**config.mk**
```make
export PLATFORM = sky130hd
export DESIGN_NAME = sine_tone_sequencer_flat
export DESIGN_NICKNAME = d
export VERILOG_FILES = /design/src/rtl/sine_tone_sequencer_pkg.sv /design/src/rtl/sine_tone_sequencer_if.sv /design/src/rtl/sine_tone_sequencer_sw_conditioner.sv /design/src/rtl/sine_tone_sequencer.sv /design/src/flat_wrapper.sv
export SDC_FILE = /design/constraint.sdc
export NUM_CORES = 1
export LEC_CHECK = 0
export CORE_UTILIZATION = 50
export CTS_BUF_LIST = sky130_fd_sc_hd__clkbuf_8 sky130_fd_sc_hd__clkbuf_16
export CTS_CLUSTER_DIAMETER = 150
export CTS_CLUSTER_SIZE = 28
export DETAILED_ROUTE_END_ITERATION = 8
export MAX_ROUTING_LAYER = met4
export PLACE_DENSITY = 0.64
export SETUP_SLACK_MARGIN = 0.15
export SLEW_MARGIN = 20
export SYNTH_ARGS = -nofsm -noshare
export SYNTH_HDL_FRONTEND = slang
export SYNTH_HIERARCHICAL = 1
export SYNTH_SLANG_ARGS = --single-unit
```
**constraint.sdc**
```tcl
create_clock -name sysclk -period 6.6 [get_ports sysclk]
set_input_delay 0.66 -clock sysclk [delete_from_list [all_inputs] [get_ports sysclk]]
set_output_delay 0.66 -clock sysclk [all_outputs]
set_load 0.1 [all_outputs]
```
**src/rtl/sine_tone_sequencer_pkg.sv**
```systemverilog
// Shared definitions for the tone sequencer: FSM state encoding and default widths.
package sine_tone_sequencer_pkg;
   localparam int FW_DEF  = 16;
   localparam int DW_DEF  = 24;
   localparam int STATE_W = 3;

   typedef enum logic [STATE_W-1:0] {
      IDLE    = 3'd0,
      RUN     = 3'd1,
      WAIT_ZC = 3'd2,
      STOP    = 3'd3,
      DONE    = 3'd4
   } seq_state_t;
endpackage

```
**src/rtl/sine_tone_sequencer_if.sv**
```systemverilog
// Tone-table programming bus: the master writes one step (freq, duration) per strobe.
interface sine_tone_sequencer_if
   import sine_tone_sequencer_pkg::*;
#(
   parameter int AW = 3,
   parameter int FW = FW_DEF,
   parameter int DW = DW_DEF
);
   logic          cfg_we;
   logic [AW-1:0] cfg_addr;
   logic [FW-1:0] cfg_freq;
   logic [DW-1:0] cfg_dur;

   modport master (output cfg_we, cfg_addr, cfg_freq, cfg_dur);
   modport slave  (input  cfg_we, cfg_addr, cfg_freq, cfg_dur);
endinterface

```
**src/rtl/sine_tone_sequencer_sw_conditioner.sv**
```systemverilog
// Slide-switch conditioner: 2-flop synchroniser, optional debouncer (SW_DEBOUNCE_EN),
// and rise/fall pulses on the conditioned level.
module sw_conditioner #(
   parameter int DEB_CYCLES = 1000000
) (
   input  logic clk,
   input  logic reset,
   input  logic sw_raw,
   output logic sw_q,
   output logic sw_rise,
   output logic sw_fall
);
   logic sync1, sync2, sw_prev;

   if (DEB_CYCLES < 1) begin : g_deb_check
      $error("DEB_CYCLES must be at least 1");
   end

   always_ff @(posedge clk) begin
      if (reset) begin
         sync1 <= 1'b0;
         sync2 <= 1'b0;
      end else begin
         sync1 <= sw_raw;
         sync2 <= sync1;
      end
   end

`ifdef SW_DEBOUNCE_EN
   localparam int CW = $clog2(DEB_CYCLES + 1);
   logic [CW-1:0] deb_cnt;

   // Any disagreement with the held level must persist DEB_CYCLES cycles; a bounce restarts it.
   always_ff @(posedge clk) begin
      if (reset) begin
         sw_q    <= 1'b0;
         deb_cnt <= '0;
      end else if (sync2 == sw_q) begin
         deb_cnt <= '0;
      end else if (deb_cnt == CW'(DEB_CYCLES - 1)) begin
         sw_q    <= sync2;
         deb_cnt <= '0;
      end else begin
         deb_cnt <= deb_cnt + 1'b1;
      end
   end
`else
   assign sw_q = sync2;
`endif

   always_ff @(posedge clk) begin
      if (reset) sw_prev <= 1'b0;
      else       sw_prev <= sw_q;
   end

   assign sw_rise = sw_q & ~sw_prev;
   assign sw_fall = ~sw_q & sw_prev;
endmodule

```
**src/rtl/sine_tone_sequencer.sv**
```systemverilog
// Plays a programmable tone table into the sinewave generator, switching tones only at
// generator zero crossings. Optional switch debouncing is enabled by SW_DEBOUNCE_EN.
module sine_tone_sequencer
   import sine_tone_sequencer_pkg::*;
#(
   parameter int  N_STEPS    = 8,
   parameter int  FW         = FW_DEF,
   parameter int  DW         = DW_DEF,
   parameter int  DEB_CYCLES = 1000000,
   localparam int AW         = $clog2(N_STEPS)
) (
   input  logic                        sysclk,
   input  logic                        reset,
   input  logic                        Enable_SW_0,
   sine_tone_sequencer_if.slave        cfg,
   input  logic                        zero_cross,
   output logic                        gen_enable,
   output logic [FW-1:0]               gen_phase_inc,
   output logic [AW-1:0]               step_idx,
   output logic                        busy,
   output logic                        done
);
   logic [FW-1:0] freq_mem [N_STEPS];
   logic [DW-1:0] dur_mem  [N_STEPS];

   seq_state_t    state, state_d;
   logic [DW-1:0] cnt, cnt_d;
   logic [AW-1:0] step_idx_d, next_idx;
   logic [FW-1:0] phase_d;
   logic          gen_enable_d, done_d;
   logic          sw_q, sw_rise, sw_fall;
   logic          expire, can_switch, end_seq, advance;

   sw_conditioner #(.DEB_CYCLES(DEB_CYCLES)) u_sw (
      .clk     (sysclk),
      .reset   (reset),
      .sw_raw  (Enable_SW_0),
      .sw_q    (sw_q),
      .sw_rise (sw_rise),
      .sw_fall (sw_fall)
   );

   // Table is only writable while idle and not on the edge that starts playback.
   always_ff @(posedge sysclk) begin
      if (!reset && cfg.cfg_we && state == IDLE && !sw_rise) begin
         freq_mem[cfg.cfg_addr] <= cfg.cfg_freq;
         dur_mem[cfg.cfg_addr]  <= cfg.cfg_dur;
      end
   end

   assign next_idx   = step_idx + 1'b1;
   assign expire     = (cnt == dur_mem[step_idx] - 1'b1);
   // A silent step has no zero crossings to wait for.
   assign can_switch = zero_cross || (gen_phase_inc == '0);
   assign end_seq    = (step_idx == AW'(N_STEPS - 1)) || (dur_mem[next_idx] == '0);
   assign busy       = (state != IDLE);

   always_ff @(posedge sysclk) begin
      if (reset) begin
         state         <= IDLE;
         cnt           <= '0;
         step_idx      <= '0;
         gen_enable    <= 1'b0;
         gen_phase_inc <= '0;
         done          <= 1'b0;
      end else begin
         state         <= state_d;
         cnt           <= cnt_d;
         step_idx      <= step_idx_d;
         gen_enable    <= gen_enable_d;
         gen_phase_inc <= phase_d;
         done          <= done_d;
      end
   end

   always_comb begin
      state_d = state;
      unique case (state)
         IDLE:    if (sw_rise) state_d = (dur_mem[0] == '0) ? DONE : RUN;
         RUN: begin
            if (sw_fall)     state_d = STOP;
            else if (expire) state_d = !can_switch ? WAIT_ZC : (end_seq ? DONE : RUN);
         end
         WAIT_ZC: begin
            if (sw_fall)         state_d = STOP;
            else if (can_switch) state_d = end_seq ? DONE : RUN;
         end
         STOP:    if (can_switch) state_d = IDLE;
         DONE:    if (!sw_q) state_d = IDLE;
         default: state_d = IDLE;
      endcase
   end

   always_comb begin
      cnt_d        = cnt;
      step_idx_d   = step_idx;
      gen_enable_d = gen_enable;
      phase_d      = gen_phase_inc;
      done_d       = 1'b0;
      advance      = (state_d == RUN) && ((state == WAIT_ZC) || (state == RUN && expire));
      unique case (state)
         IDLE: if (state_d == RUN) begin
            step_idx_d   = '0;
            phase_d      = freq_mem[0];
            gen_enable_d = 1'b1;
            cnt_d        = '0;
         end
         RUN, WAIT_ZC: begin
            if (state == RUN) cnt_d = cnt + 1'b1;
            if (advance) begin
               step_idx_d = next_idx;
               phase_d    = freq_mem[next_idx];
               cnt_d      = '0;
            end
         end
         STOP: if (state_d == IDLE) begin
            gen_enable_d = 1'b0;
            phase_d      = '0;
            step_idx_d   = '0;
         end
         default: ;
      endcase
      if (state_d == DONE && state != DONE) begin
         gen_enable_d = 1'b0;
         phase_d      = '0;
         done_d       = 1'b1;
      end
   end
endmodule

```
**src/flat_wrapper.sv**
```systemverilog
// flat-port wrapper written by rule: the top's interface ports become plain ports
module sine_tone_sequencer_flat import sine_tone_sequencer_pkg::*;
#(
   parameter int  N_STEPS    = 8,
   parameter int  FW         = FW_DEF,
   parameter int  DW         = DW_DEF,
   parameter int  DEB_CYCLES = 1000000,
   localparam int AW         = $clog2(N_STEPS)
)
  (sysclk, reset, Enable_SW_0, zero_cross, gen_enable, gen_phase_inc, step_idx, busy, done, cfg_cfg_we, cfg_cfg_addr, cfg_cfg_freq, cfg_cfg_dur);
  sine_tone_sequencer_if #(.AW((3)), .FW(FW), .DW(DW)) cfg_i ();
  input  logic sysclk;
  input  logic reset;
  input  logic Enable_SW_0;
  input  logic zero_cross;
  output logic gen_enable;
  output logic [FW-1:0] gen_phase_inc;
  output logic [AW-1:0] step_idx;
  output logic busy;
  output logic done;
  input wire logic [$bits(cfg_i.cfg_we)-1:0] cfg_cfg_we;
  input wire logic [$bits(cfg_i.cfg_addr)-1:0] cfg_cfg_addr;
  input wire logic [$bits(cfg_i.cfg_freq)-1:0] cfg_cfg_freq;
  input wire logic [$bits(cfg_i.cfg_dur)-1:0] cfg_cfg_dur;
  assign cfg_i.cfg_we = cfg_cfg_we;
  assign cfg_i.cfg_addr = cfg_cfg_addr;
  assign cfg_i.cfg_freq = cfg_cfg_freq;
  assign cfg_i.cfg_dur = cfg_cfg_dur;
  sine_tone_sequencer #(.N_STEPS(N_STEPS), .FW(FW), .DW(DW), .DEB_CYCLES(DEB_CYCLES)) u_core (.sysclk(sysclk), .reset(reset), .Enable_SW_0(Enable_SW_0), .cfg(cfg_i), .zero_cross(zero_cross), .gen_enable(gen_enable), .gen_phase_inc(gen_phase_inc), .step_idx(step_idx), .busy(busy), .done(done));
endmodule
```
* After elaboration in Yosys (flattened, before gate mapping)
Memories as Yosys holds them, arrays and structs flattened. A register that Yosys moved wholly into a read port is not among the register bits. Index checks and enable logic that the tools add are counted.
Word-level totals: bits of input ports 48, register bits after elaboration 51, output and inout port bits 22, RAM bits 320, memories 2
Operators by class: muxes and demuxes 31, reductions and logical operators 25, equality and inequality tests 13, bitwise operators 4, $add $sub $neg 3
Memory list:
- u_core.dur_mem | words 8, width 24, rd ports 3, clocked after Yosys merged registers in 1, wr ports 1, line sine_tone_sequencer.sv:24 | logic [DW-1:0] dur_mem [N_STEPS];
- u_core.freq_mem | words 8, width 16, rd ports 2, clocked after Yosys merged registers in 0, wr ports 1, line sine_tone_sequencer.sv:23 | logic [FW-1:0] freq_mem [N_STEPS];
Operators by type and width (number):
- two-way mux 24 bit | 3
- logical NOT 24 bit | 2
- two-way mux 16 bit | 3
- case mux 16 bit (3 select lines) | 1
- case mux 24 bit (2 select lines) | 1
- two-way mux 3 bit | 15
- adder 24 x 1 -> 24 bit (second input constant) | 1
- equality test 24 bit | 1
- subtractor 24 x 1 -> 24 bit (second input constant) | 1
- logical NOT 16 bit | 1
- case mux 3 bit (5 select lines) | 1
- equality test 3 bit (second input constant) | 3
- case mux 3 bit (3 select lines) | 1
- equality test 3 x 1 -> 1 bit (second input constant) | 2
- equality test 3 x 2 -> 1 bit (second input constant) | 2
- logical AND 1 bit | 6
- logical NOT 3 bit | 2
- AND reduction 3 bit | 2
- nonzero test 3 bit | 2
- two-way mux 1 bit | 5
- != test 2 x 1 -> 1 bit (second input constant) | 2
- AND reduction 4 bit | 1
- nonzero test 2 bit | 2
- OR reduction 2 bit | 2
- 9 further kinds | 14

* Depth between registers and ports, before layout
Gate-level depths: netlist of the first run. An unclocked memory read counts as a cell.
depth after elaboration 15, mapped depth 20, gate-level depth less buffers 14

* Cells and area by module
Netlist of the first run, hierarchy kept.
Modules (own cells, without submodules):
- sine_tone_sequencer | cells an instance 1153, times used 1, seq. area each 10630.2 µm², area each 16946.3 µm²
- sw_conditioner | cells an instance 8, times used 1, seq. area each 60.1 µm², area each 91.3 µm²

* Worst setup path before layout of the first run
No wires, ideal clock.
path kind reg2reg, start point reg (tool-made name), end point reg u_core.cnt[10], setup time 0.084 ns, clock period less this slack 4.559 ns, required time 6.516 ns, arrival time 4.475 ns, stages on the path, launching flop included 18, setup slack 2.041 ns, path buffers 6, cell sequence dfxtp_1 > buf_2 > buf_2 > buf_2 > buf_2 > mux2i_1 > ha_1 > nand2_1 > or4_1 > buf_2 > o41a_1 > a2111oi_2 > nand4_1 > nor4_4 > nand3b_2 > clkbuf_1 > a41oi_1 > o31ai_2
RTL lines:
- end signal: assignment | line sine_tone_sequencer.sv:68 | cnt <= cnt_d;
- end: declaration | line sine_tone_sequencer.sv:27 | logic [DW-1:0] cnt, cnt_d;

==> impl_metrics.env, run 1 <==
export IMPL_status="finished, final reports clean"
export IMPL_syn_area_sq_um=17000
export IMPL_htreeDepth=1
export IMPL_end_kind="flip-flop"
export IMPL_rsz0062_at_grt="false"
export IMPL_core_region_area_sq_um=33500
export IMPL_p_int_mw=3.14
export IMPL_ys_flop_type="edfxtp_1"
export IMPL_gp_congestion=0.902
export IMPL_drtIter0Drc=1163
export IMPL_drt_total_wl_mm=43.2
export IMPL_skew_ns=0.0241
export IMPL_vdd_drop_max_uv=180
export IMPL_layout_commonest_cell="edfxtp_1"
export IMPL_swShare=0.220
export IMPL_num_rows=67
export IMPL_ys_seq_area_frac=0.627
export IMPL_avgSynthCellArea_sq_um=14.7
export IMPL_postCtsSetupBuffers=0
export IMPL_antenna_found_initial=0
export IMPL_antennaDiodeCount=0
export IMPL_synth_top_area_frac=0.564
export IMPL_cts_hold_buf=0
export IMPL_fin_setup_tns_ns=0
export IMPL_start_util=0.508
export IMPL_p_sw_mw=0.886
export IMPL_p_total_mw=4.03
export IMPL_syn_nets=1213
export IMPL_tightest_slew_ns=1.10
export IMPL_boundaryPins=70
export IMPL_die_height_microns=187
export IMPL_clockBufferDepth=3
export IMPL_grt_max_degree=44
export IMPL_p_per_area_nw_per_um2=215
export IMPL_insertion_delay_ns=0.53
export IMPL_path_cells="mux4_2 > mux2i_2 > o21ai_1 > or4_1 > o41a_1 > a2111oi_2 > nand4_1 > nor4_4 > o211ai_2 > nand4_4 > o311ai_1"
export IMPL_p_comb_frac=0.053
export IMPL_vias_per_cell=6.53
export IMPL_path_buf_inv=0
export IMPL_synthArstFlopShare=0
export IMPL_vias=10900
export IMPL_syn_instance_count=1161
export IMPL_cp_top_family="simple AND/OR/NAND/NOR gates"
export IMPL_hold_class="flip-flop to flip-flop"
export IMPL_fmax_mhz=171
export IMPL_hpwl_mm=29.4
export IMPL_dieArea_sq_um=34800
export IMPL_clkTransAtPathRegs_ns=0.11
export IMPL_max_stage_delay_ns=0.78
export IMPL_synth_cell_types=78
export IMPL_clock_sinks=374
export IMPL_grt_pass1_wl_mm=64.8
export IMPL_crit_slowest_cell="dfxtp_2"
export IMPL_slew_headroom=0.266
export IMPL_seq_power_share=0.647
export IMPL_slew_viol_final=0
export IMPL_crit_fanout=24
export IMPL_grt_pass1_vias=10500
export IMPL_hold_viol_final=0
export IMPL_fin_crit_ns=5.86
export IMPL_grt_use_total=0.254
export IMPL_drv_cap=0
export IMPL_portBuffers=69
export IMPL_grt_ovfl_total=0
export IMPL_yosys_warnings=6
export IMPL_detail_route_antenna_nets=0
export IMPL_final_cell_mix="edfxtp_1 (320), mux4_2 (70), clkdlybuf4s50_1 (69), nor4_1 (69), nand2_1 (59)"
export IMPL_ys_seq_elements=374
export IMPL_cts_buffers_inserted=17
export IMPL_clkPwrFrac=0.300
export IMPL_yosys_area_top_type="edfxtp_1"
export IMPL_worstSetupPathType="flip-flop to flip-flop"
export IMPL_layout_drive_gt1_share=0.140
export IMPL_required_ns=7.01
export IMPL_die_width_microns=187
export IMPL_finalSetupViolCount=0
export IMPL_start_kind="flip-flop"
export IMPL_fin_nets=1261
export IMPL_fin_crit_sh=0.887
export IMPL_cts_resized_gates=0
export IMPL_synth_edf_count=320
export IMPL_synth_area_top_cells="edfxtp_1 (56%), mux4_2 (9.3%), dfxtp_1 (6.3%)"
export IMPL_drc=0
export IMPL_wl_per_cell_microns=25.9
export IMPL_cts_tree="built"
export IMPL_p_leak_nw=5.61
export IMPL_critPathArrivalTime_ns=6.26
export IMPL_cts_root_buf="clkbuf_16"
export IMPL_drtPass1Iterations=5
export IMPL_syn_to_final_growth_pct=10.0
per-layer routing:
metal  share of wire  wire length [microns]  track usage  vias up
met5               0                      0            -        -
met3           0.076                   3270       0.0339       56
li1                -                      -            -     4843
met1            0.44                  19000        0.364     5552
met2            0.46                  20100        0.386      433
met4           0.020                    879       0.0605        0
stage by stage:
step / cell area [sq um] / setup WS [ns] / instances / hold slack (ns) / util
2_1_floorplan: 17000 / 2.04 / 1161 / 0.414 / -
3_3_place_gp: 18200 / 0.925 / 1638 / 0.450 / 0.544
3_5_place_dp: 18200 / 0.825 / 1638 / 0.436 / 0.544
4_1_cts: 18700 / 0.814 / 1668 / 0.477 / 0.559
5_1_grt: 18700 / 0.344 / 1668 / 0.480 / 0.559
6_report: 18700 / 0.743 / 1668 / 0.481 / 0.559
state kept, by name (all words and copies together) (netlist names), named ones only:
name,flops
u_core/done,1
u_core/gen_enable,1
u_core/step_idx,3
u_core/u_sw/sw_prev,1
u_core/freq_mem,128
u_core/u_sw/sync1,1
u_core/u_sw/sw_q,1
u_core/cnt,24
u_core/gen_phase_inc,16
u_core/state,3
u_core/dur_mem,192
synthesized netlist by cell type, types with 4 or more instances:
cell type,instances
edfxtp_1,320
mux4_2,70
nor4_1,69
nand2_1,59
dfxtp_1,54
mux2i_1,49
nor2_1,49
clkbuf_1,34
o21ai_0,24
nand3_1,23
nor4b_1,23
and2_1,21
a41oi_1,20
nand4_1,20
a31oi_1,19
a21oi_1,17
nor2b_1,17
nor3b_1,17
xnor2_1,17
nor3_1,16
inv_1,15
buf_2,14
o31ai_2,14
mux2_2,12
nand2b_1,10
or4_1,10
or2_2,9
and3_1,8
o21ai_1,8
a211oi_1,7
buf_1,7
o31ai_1,7
o211ai_1,6
or3_1,6
a21o_1,5
buf_6,5
a2111oi_0,4
a211o_1,4
a2bb2oi_1,4
and4_1,4
ha_1,4
o311ai_1,4
kinds of logic (layout without fill, tap and decap cells):
family                   Yosys count  in the layout  share of synthesized area
flip-flops                       374            374                      0.627
multiplexers                     133            133                      0.131
XOR/XNOR                          20             20                     0.0103
AO/OA/AOI/OAI                    182            182                     0.0818
AND/OR/NAND/NOR                  369            369                      0.126
adder cells (fa/ha/maj)            4              4                    0.00294
buffers and inverters             79            138                     0.0213
layout make-up:
| class | instances | area [sq um] |
|---|---|---|
| well taps | 448 | 561 |
| clock inverters | 13 | 70.1 |
| inverters | 16 | 60.1 |
| flip-flops and latches | 374 | 10700 |
| multi-input cells | 708 | 6060 |
| clock buffers | 17 | 425 |
| repair buffers | 92 | 876 |
| fillers | 2699 | 14800 |
power by group through the flow:
stage / clock (mW) / sequential (mW) / combinational, mW
finish: 1.21 / 2.61 / 0.214
global route: 1.31 / 2.61 / 0.226
CTS: 1.23 / 2.61 / 0.214
detailed placement: 0 / 2.66 / 0.213
global placement: 0 / 2.66 / 0.211
floorplan: 0 / 2.69 / 0.0745
path summary, 6_finish.rpt:
kind | start | to | slack [ns] | cells after the start
setup / recovery | flip-flop | u_core/cnt[4]$_SDFFE_PP0P_ | 0.74 | 11
hold / removal | u_core/u_sw/sync1$_SDFF_PP0_ | u_core/u_sw/sw_q$_SDFF_PP0_ | 0.48 | 1
setup reg to reg | flip-flop | u_core/cnt[4]$_SDFFE_PP0P_ | 0.74 | 11
hold reg to reg | u_core/u_sw/sync1$_SDFF_PP0_ | u_core/u_sw/sw_q$_SDFF_PP0_ | 0.48 | 1
worst reg2reg max path, delay by kind of cell, from the launching register on:
kind             cells  cell delay (ns)
AO/OA/AOI/OAI        5             1.91
multiplexers         2             1.03
flip-flops           1             0.78
AND/OR/NAND/NOR      4             2.02
Power figures use the tool's default switching activity.
==> run 2: changes to the inputs <==
- CORE_UTILIZATION: 50 -> 60
- CTS_CLUSTER_SIZE: 28 -> 24
- PLACE_DENSITY: 0.64 -> 0.75
==> impl_metrics.env, run 2 (synthesis gave the netlist of run 1 again) <==
export IMPL_status="finished, final reports clean"
export IMPL_layout_commonest_cell="edfxtp_1"
export IMPL_drtPass1Iterations=5
export IMPL_portBuffers=69
export IMPL_clkTransAtPathRegs_ns=0.10
export IMPL_dieArea_sq_um=29100
export IMPL_reg_top3="u_core/dur_mem x192, u_core/freq_mem x128, u_core/cnt x24"
export IMPL_cts_tree="built"
export IMPL_die_height_microns=171
export IMPL_hold_class="flip-flop to flip-flop"
export IMPL_fin_crit_ns=5.86
export IMPL_drt_total_wl_mm=42.6
export IMPL_fin_ws_ns=0.741
export IMPL_slew_headroom=0.254
export IMPL_hpwl_mm=28.5
export IMPL_largest_reg_flops=192
export IMPL_hold_slack_ns=0.463
export IMPL_grt_ovfl_total=0
export IMPL_drv_cap=0
export IMPL_fin_crit_sh=0.888
export IMPL_regMostFlops="u_core/dur_mem"
export IMPL_fin_util=0.671
export IMPL_vias_per_cell=6.97
export IMPL_antennaDiodeCount=0
export IMPL_postCtsSetupBuffers=0
export IMPL_finalSetupViolCount=0
export IMPL_grt_pass1_wl_mm=64.0
export IMPL_wl_per_cell_microns=26.6
export IMPL_core_region_area_sq_um=27900
export IMPL_clock_sinks=374
export IMPL_drtIter0Drc=1414
export IMPL_boundaryPins=70
export IMPL_grt_pass1_vias=10600
export IMPL_postPlaceCellArea_sq_um=18100
export IMPL_cts_root_buf="clkbuf_16"
export IMPL_rsz0062_at_grt="false"
export IMPL_vdd_drop_max_uv=187
export IMPL_critPathArrivalTime_ns=6.27
export IMPL_vias=11100
export IMPL_antenna_found_initial=0
export IMPL_p_leak_nw=5.63
export IMPL_grt_max_degree=44
export IMPL_syn_to_final_growth_pct=9.69
export IMPL_insertion_delay_ns=0.54
export IMPL_slew_viol_final=0
export IMPL_fin_setup_tns_ns=0
export IMPL_worstSetupPathType="flip-flop to flip-flop"
export IMPL_p_per_area_nw_per_um2=218
export IMPL_end_kind="flip-flop"
export IMPL_cts_hold_buf=0
export IMPL_fin_nets=1261
export IMPL_skew_ns=0.0229
export IMPL_final_area_sq_um=18700
export IMPL_die_width_microns=171
export IMPL_clockBufferDepth=3
export IMPL_gp_congestion=0.972
export IMPL_start_util=0.612
export IMPL_drc=0
export IMPL_fmax_mhz=171
export IMPL_required_ns=7.01
export IMPL_num_rows=61
export IMPL_grt_use_total=0.308
export IMPL_htreeDepth=1
export IMPL_layout_drive_gt1_share=0.141
export IMPL_tightest_slew_ns=1.11
export IMPL_final_cell_mix="edfxtp_1 (320), mux4_2 (70), clkdlybuf4s50_1 (69), nor4_1 (69), nand2_1 (59)"
export IMPL_cts_resized_gates=0
export IMPL_cts_buffers_inserted=19
export IMPL_hold_viol_final=0
export IMPL_detail_route_antenna_nets=0
export IMPL_pre_cts_ws_ns=0.809
export IMPL_crit_fanout=27
export IMPL_start_kind="flip-flop"
run 2: cell types whose count changed in the layout (fill, tap and decap cells not counted), sizes merged:
| cell | change |
|---|---|
| buf | -2 |
| clkbuf | +2 |
| inv | +2 |
run 2: metal layers:
layer / global-route usage / share of wire / vias up
met1: 0.447 / 0.42 / 5616
met4: 0.0830 / 0.024 / 0
met5: - / 0 / -
met2: 0.456 / 0.46 / 601
met3: 0.0477 / 0.094 / 89
li1: - / - / 4838
run 2: final cells by class:
cell class	count	area, sq um
clock buffers	19	475
clock inverters	15	68.8
fillers	1903	9170
inverters	16	60.1
multi-input cells	708	6050
flip-flops and latches	374	10700
well taps	378	473
repair buffers	90	861
run 2: path summary, 6_finish.rpt:
check | startpoint | to | slack (ns) | depth (start not counted)
setup / recovery | flip-flop | u_core/cnt[3]$_SDFFE_PP0P_ | 0.74 | 11
hold / removal | u_core/u_sw/sync1$_SDFF_PP0_ | u_core/u_sw/sw_q$_SDFF_PP0_ | 0.46 | 1
setup reg to reg | flip-flop | u_core/cnt[3]$_SDFFE_PP0P_ | 0.74 | 11
hold reg to reg | u_core/u_sw/sync1$_SDFF_PP0_ | u_core/u_sw/sw_q$_SDFF_PP0_ | 0.46 | 1
run 2: power breakdown:
part           leakage (nW)  total [mW]  internal, mW  switching, mW
combinational          1.98       0.212        0.0652          0.147
clock                 0.314        1.25         0.535          0.715
sequential             3.33        2.61          2.59         0.0173
total                  5.63        4.07          3.19          0.880
run 2: metrics by stage:
step | total power [mW] | std cells
after floorplan | 2.77 | 1161
after global placement | 2.87 | 1566
after detailed placement | 2.87 | 1566
after CTS | 4.08 | 1600
after global routing | 4.17 | 1600
final | 4.07 | 1600
run 2: critical path, cell delays in order, from the launching register on:
cell,delay [ns]
dfxtp_2,0.91
mux4_2,0.62
mux2i_2,0.34
o21ai_1,0.29
or4_1,0.73
o41a_1,0.51
a2111oi_2,0.34
nand4_1,0.19
nor4_4,0.47
o211ai_2,0.57
nand4_4,0.61
o311ai_1,0.16
==> run 3: changes to the inputs <==
- CORE_ASPECT_RATIO: not set -> 1.2
- GPL_ROUTABILITY_DRIVEN: not set -> 0
- PLACE_DENSITY: 0.75 -> 0.77
==> impl_metrics.env, run 3 (synthesis gave the netlist of run 1 again) <==
export IMPL_portBuffers=69
export IMPL_path_cells="buf_4 > mux2i_1 > a22oi_1 > a21o_1 > or4_1 > o41a_1 > a2111oi_2 > nand4_1 > nor4_4 > nand3b_2 > buf_4 > a31oi_1 > nor3b_1"
export IMPL_skew_ns=0.0183
export IMPL_wl_per_cell_microns=26.0
export IMPL_vias_per_cell=6.90
export IMPL_drtPass1Iterations=5
export IMPL_reg_top3="u_core/dur_mem x192, u_core/freq_mem x128, u_core/cnt x24"
export IMPL_grt_pass1_vias=10900
export IMPL_holdPathEnd="u_core/u_sw/sw_q$_SDFF_PP0_"
export IMPL_critPathArrivalTime_ns=6.20
export IMPL_cts_buffers_inserted=19
export IMPL_grt_pass1_wl_mm=64.0
export IMPL_cts_resized_gates=0
export IMPL_cts_root_buf="clkbuf_16"
export IMPL_hold_viol_final=0
export IMPL_max_stage_delay_ns=0.98
export IMPL_grtUsageMet3=0.0309
export IMPL_required_ns=7.05
export IMPL_cts_hold_buf=0
export IMPL_fmax_mhz=174
export IMPL_core_region_area_sq_um=27900
export IMPL_r2r_end="u_core/gen_phase_inc[7]$_SDFFE_PP0P_"
export IMPL_seq_power_share=0.641
export IMPL_hpwl_mm=27.8
export IMPL_crit_top_cell="buf_4"
export IMPL_dieArea_sq_um=29100
export IMPL_pre_cts_ws_ns=0.924
export IMPL_regMostFlops="u_core/dur_mem"
export IMPL_fillers=1945
export IMPL_drtIter0Drc=1293
export IMPL_p_comb_frac=0.052
export IMPL_start_kind="flip-flop"
export IMPL_slew_headroom=0.296
export IMPL_clkTransAtPathRegs_ns=0.10
export IMPL_p_leak_nw=5.63
export IMPL_fin_crit_sh=0.872
export IMPL_crit_slowest_cell="dfxtp_2"
export IMPL_grt_util_met1=0.419
export IMPL_cp_top_family="simple AND/OR/NAND/NOR gates"
export IMPL_end_kind="flip-flop"
export IMPL_final_cell_mix="edfxtp_1 (320), mux4_2 (70), clkdlybuf4s50_1 (69), nor4_1 (69), nand2_1 (59)"
export IMPL_die_height_microns=187
export IMPL_rsz0062_at_grt="false"
export IMPL_start_util=0.610
export IMPL_drt_total_wl_mm=41.6
export IMPL_fin_nets=1262
export IMPL_p_total_mw=4.07
export IMPL_postPlaceCellArea_sq_um=18100
export IMPL_die_width_microns=156
export IMPL_p_per_area_nw_per_um2=218
export IMPL_final_area_sq_um=18700
export IMPL_worstSetupPathType="flip-flop to flip-flop"
export IMPL_path_buf_inv=2
export IMPL_layout_commonest_cell="edfxtp_1"
export IMPL_finalSetupViolCount=0
export IMPL_crit_fanout=43
export IMPL_detail_route_antenna_nets=0
export IMPL_swShare=0.216
export IMPL_reg2reg_slack_ns=0.85
export IMPL_vias=11000
export IMPL_fin_setup_tns_ns=0
export IMPL_p_sw_mw=0.880
export IMPL_insertion_delay_ns=0.54
export IMPL_antenna_found_initial=0
export IMPL_hold_class="flip-flop to flip-flop"
export IMPL_syn_to_final_growth_pct=9.71
export IMPL_reg2reg_depth=13
export IMPL_antennaDiodeCount=0
export IMPL_grt_ovfl_total=0
export IMPL_htreeDepth=1
export IMPL_status="finished, final reports clean"
export IMPL_postCtsSetupBuffers=0
export IMPL_num_rows=67
export IMPL_clockBufferDepth=3
export IMPL_grt_use_total=0.301
export IMPL_busiest_layer="met2"
export IMPL_slew_viol_final=0
export IMPL_layout_drive_gt1_share=0.141
export IMPL_hp_start="u_core/u_sw/sync1$_SDFF_PP0_"
export IMPL_drc=0
export IMPL_holdPathStages=1
export IMPL_fin_crit_ns=5.75
export IMPL_tightest_slew_ns=1.05
export IMPL_clkPwrFrac=0.308
export IMPL_drv_cap=0
export IMPL_largest_reg_flops=192
export IMPL_fin_util=0.670
export IMPL_cts_tree="built"
export IMPL_fin_ws_ns=0.845
export IMPL_p_int_mw=3.19
export IMPL_boundaryPins=70
export IMPL_use_met2=0.472
export IMPL_grt_max_degree=44
export IMPL_vdd_drop_max_uv=296
export IMPL_clock_sinks=374
-- run 3: changes by cell type in the layout (fill, tap and decap cells not counted), sizes merged --
cell | previous run | this run
buf | 21 | 22
-- run 3: worst max path at each step --
stage	from	end	slack, ns	cells past startpoint
6_report	flip-flop	u_core/gen_phase_inc[7]$_SDFFE_PP0P_	0.85	13
5_1_grt	flip-flop	u_core/cnt[3]$_SDFFE_PP0P_	0.44	11
4_1_cts	flip-flop	u_core/cnt[4]$_SDFFE_PP0P_	0.91	11
3_5_place_dp	flip-flop	u_core/cnt[3]$_SDFFE_PP0P_	0.92	11
3_3_place_gp	flip-flop	u_core/cnt[3]$_SDFFE_PP0P_	1.04	12
2_1_floorplan	flip-flop	u_core/cnt[10]$_SDFFE_PP0P_	2.04	17
-- run 3: cell type report --
type | instances | area [sq um] | area share
clock buffers | 19 | 475 | 0.0254
clock inverters | 15 | 68.8 | 0.00368
inverters | 16 | 60.1 | 0.00321
multi-input cells | 708 | 6060 | 0.324
flip-flops and latches | 374 | 10700 | 0.572
well taps | 379 | 474 | 0.0254
repair buffers | 91 | 853 | 0.0457
-- run 3: power by group through the flow --
stage                     logic (mW)  registers [mW]  clock network, mW
final                          0.210            2.61               1.25
after global routing           0.222            2.61               1.34
after CTS                      0.209            2.61               1.27
after detailed placement       0.209            2.66                  0
after global placement         0.204            2.66                  0
after floorplan               0.0745            2.69                  0
-- run 3: worst reg2reg max path: cells and delay by family (launching register included) --
| family | cells | cell delay (ns) |
|---|---|---|
| AND/OR/NAND/NOR | 5 | 1.88 |
| AO/OA/AOI/OAI | 5 | 1.51 |
| flip-flops | 1 | 0.98 |
| buffers and inverters | 2 | 0.97 |
| multiplexers | 1 | 0.31 |
-- run 3: routing by layer --
metal	up-vias	wire (microns)
li1	4844	-
met1	5542	16200
met2	577	20500
met3	84	3660
met4	0	1190
met5	-	0
-- run 3: through the flow --
step,cells,hold WS [ns]
after global routing,1602,0.482
after detailed placement,1567,0.429
final,1602,0.465
after global placement,1567,0.433
after floorplan,1161,0.414
after CTS,1601,0.465
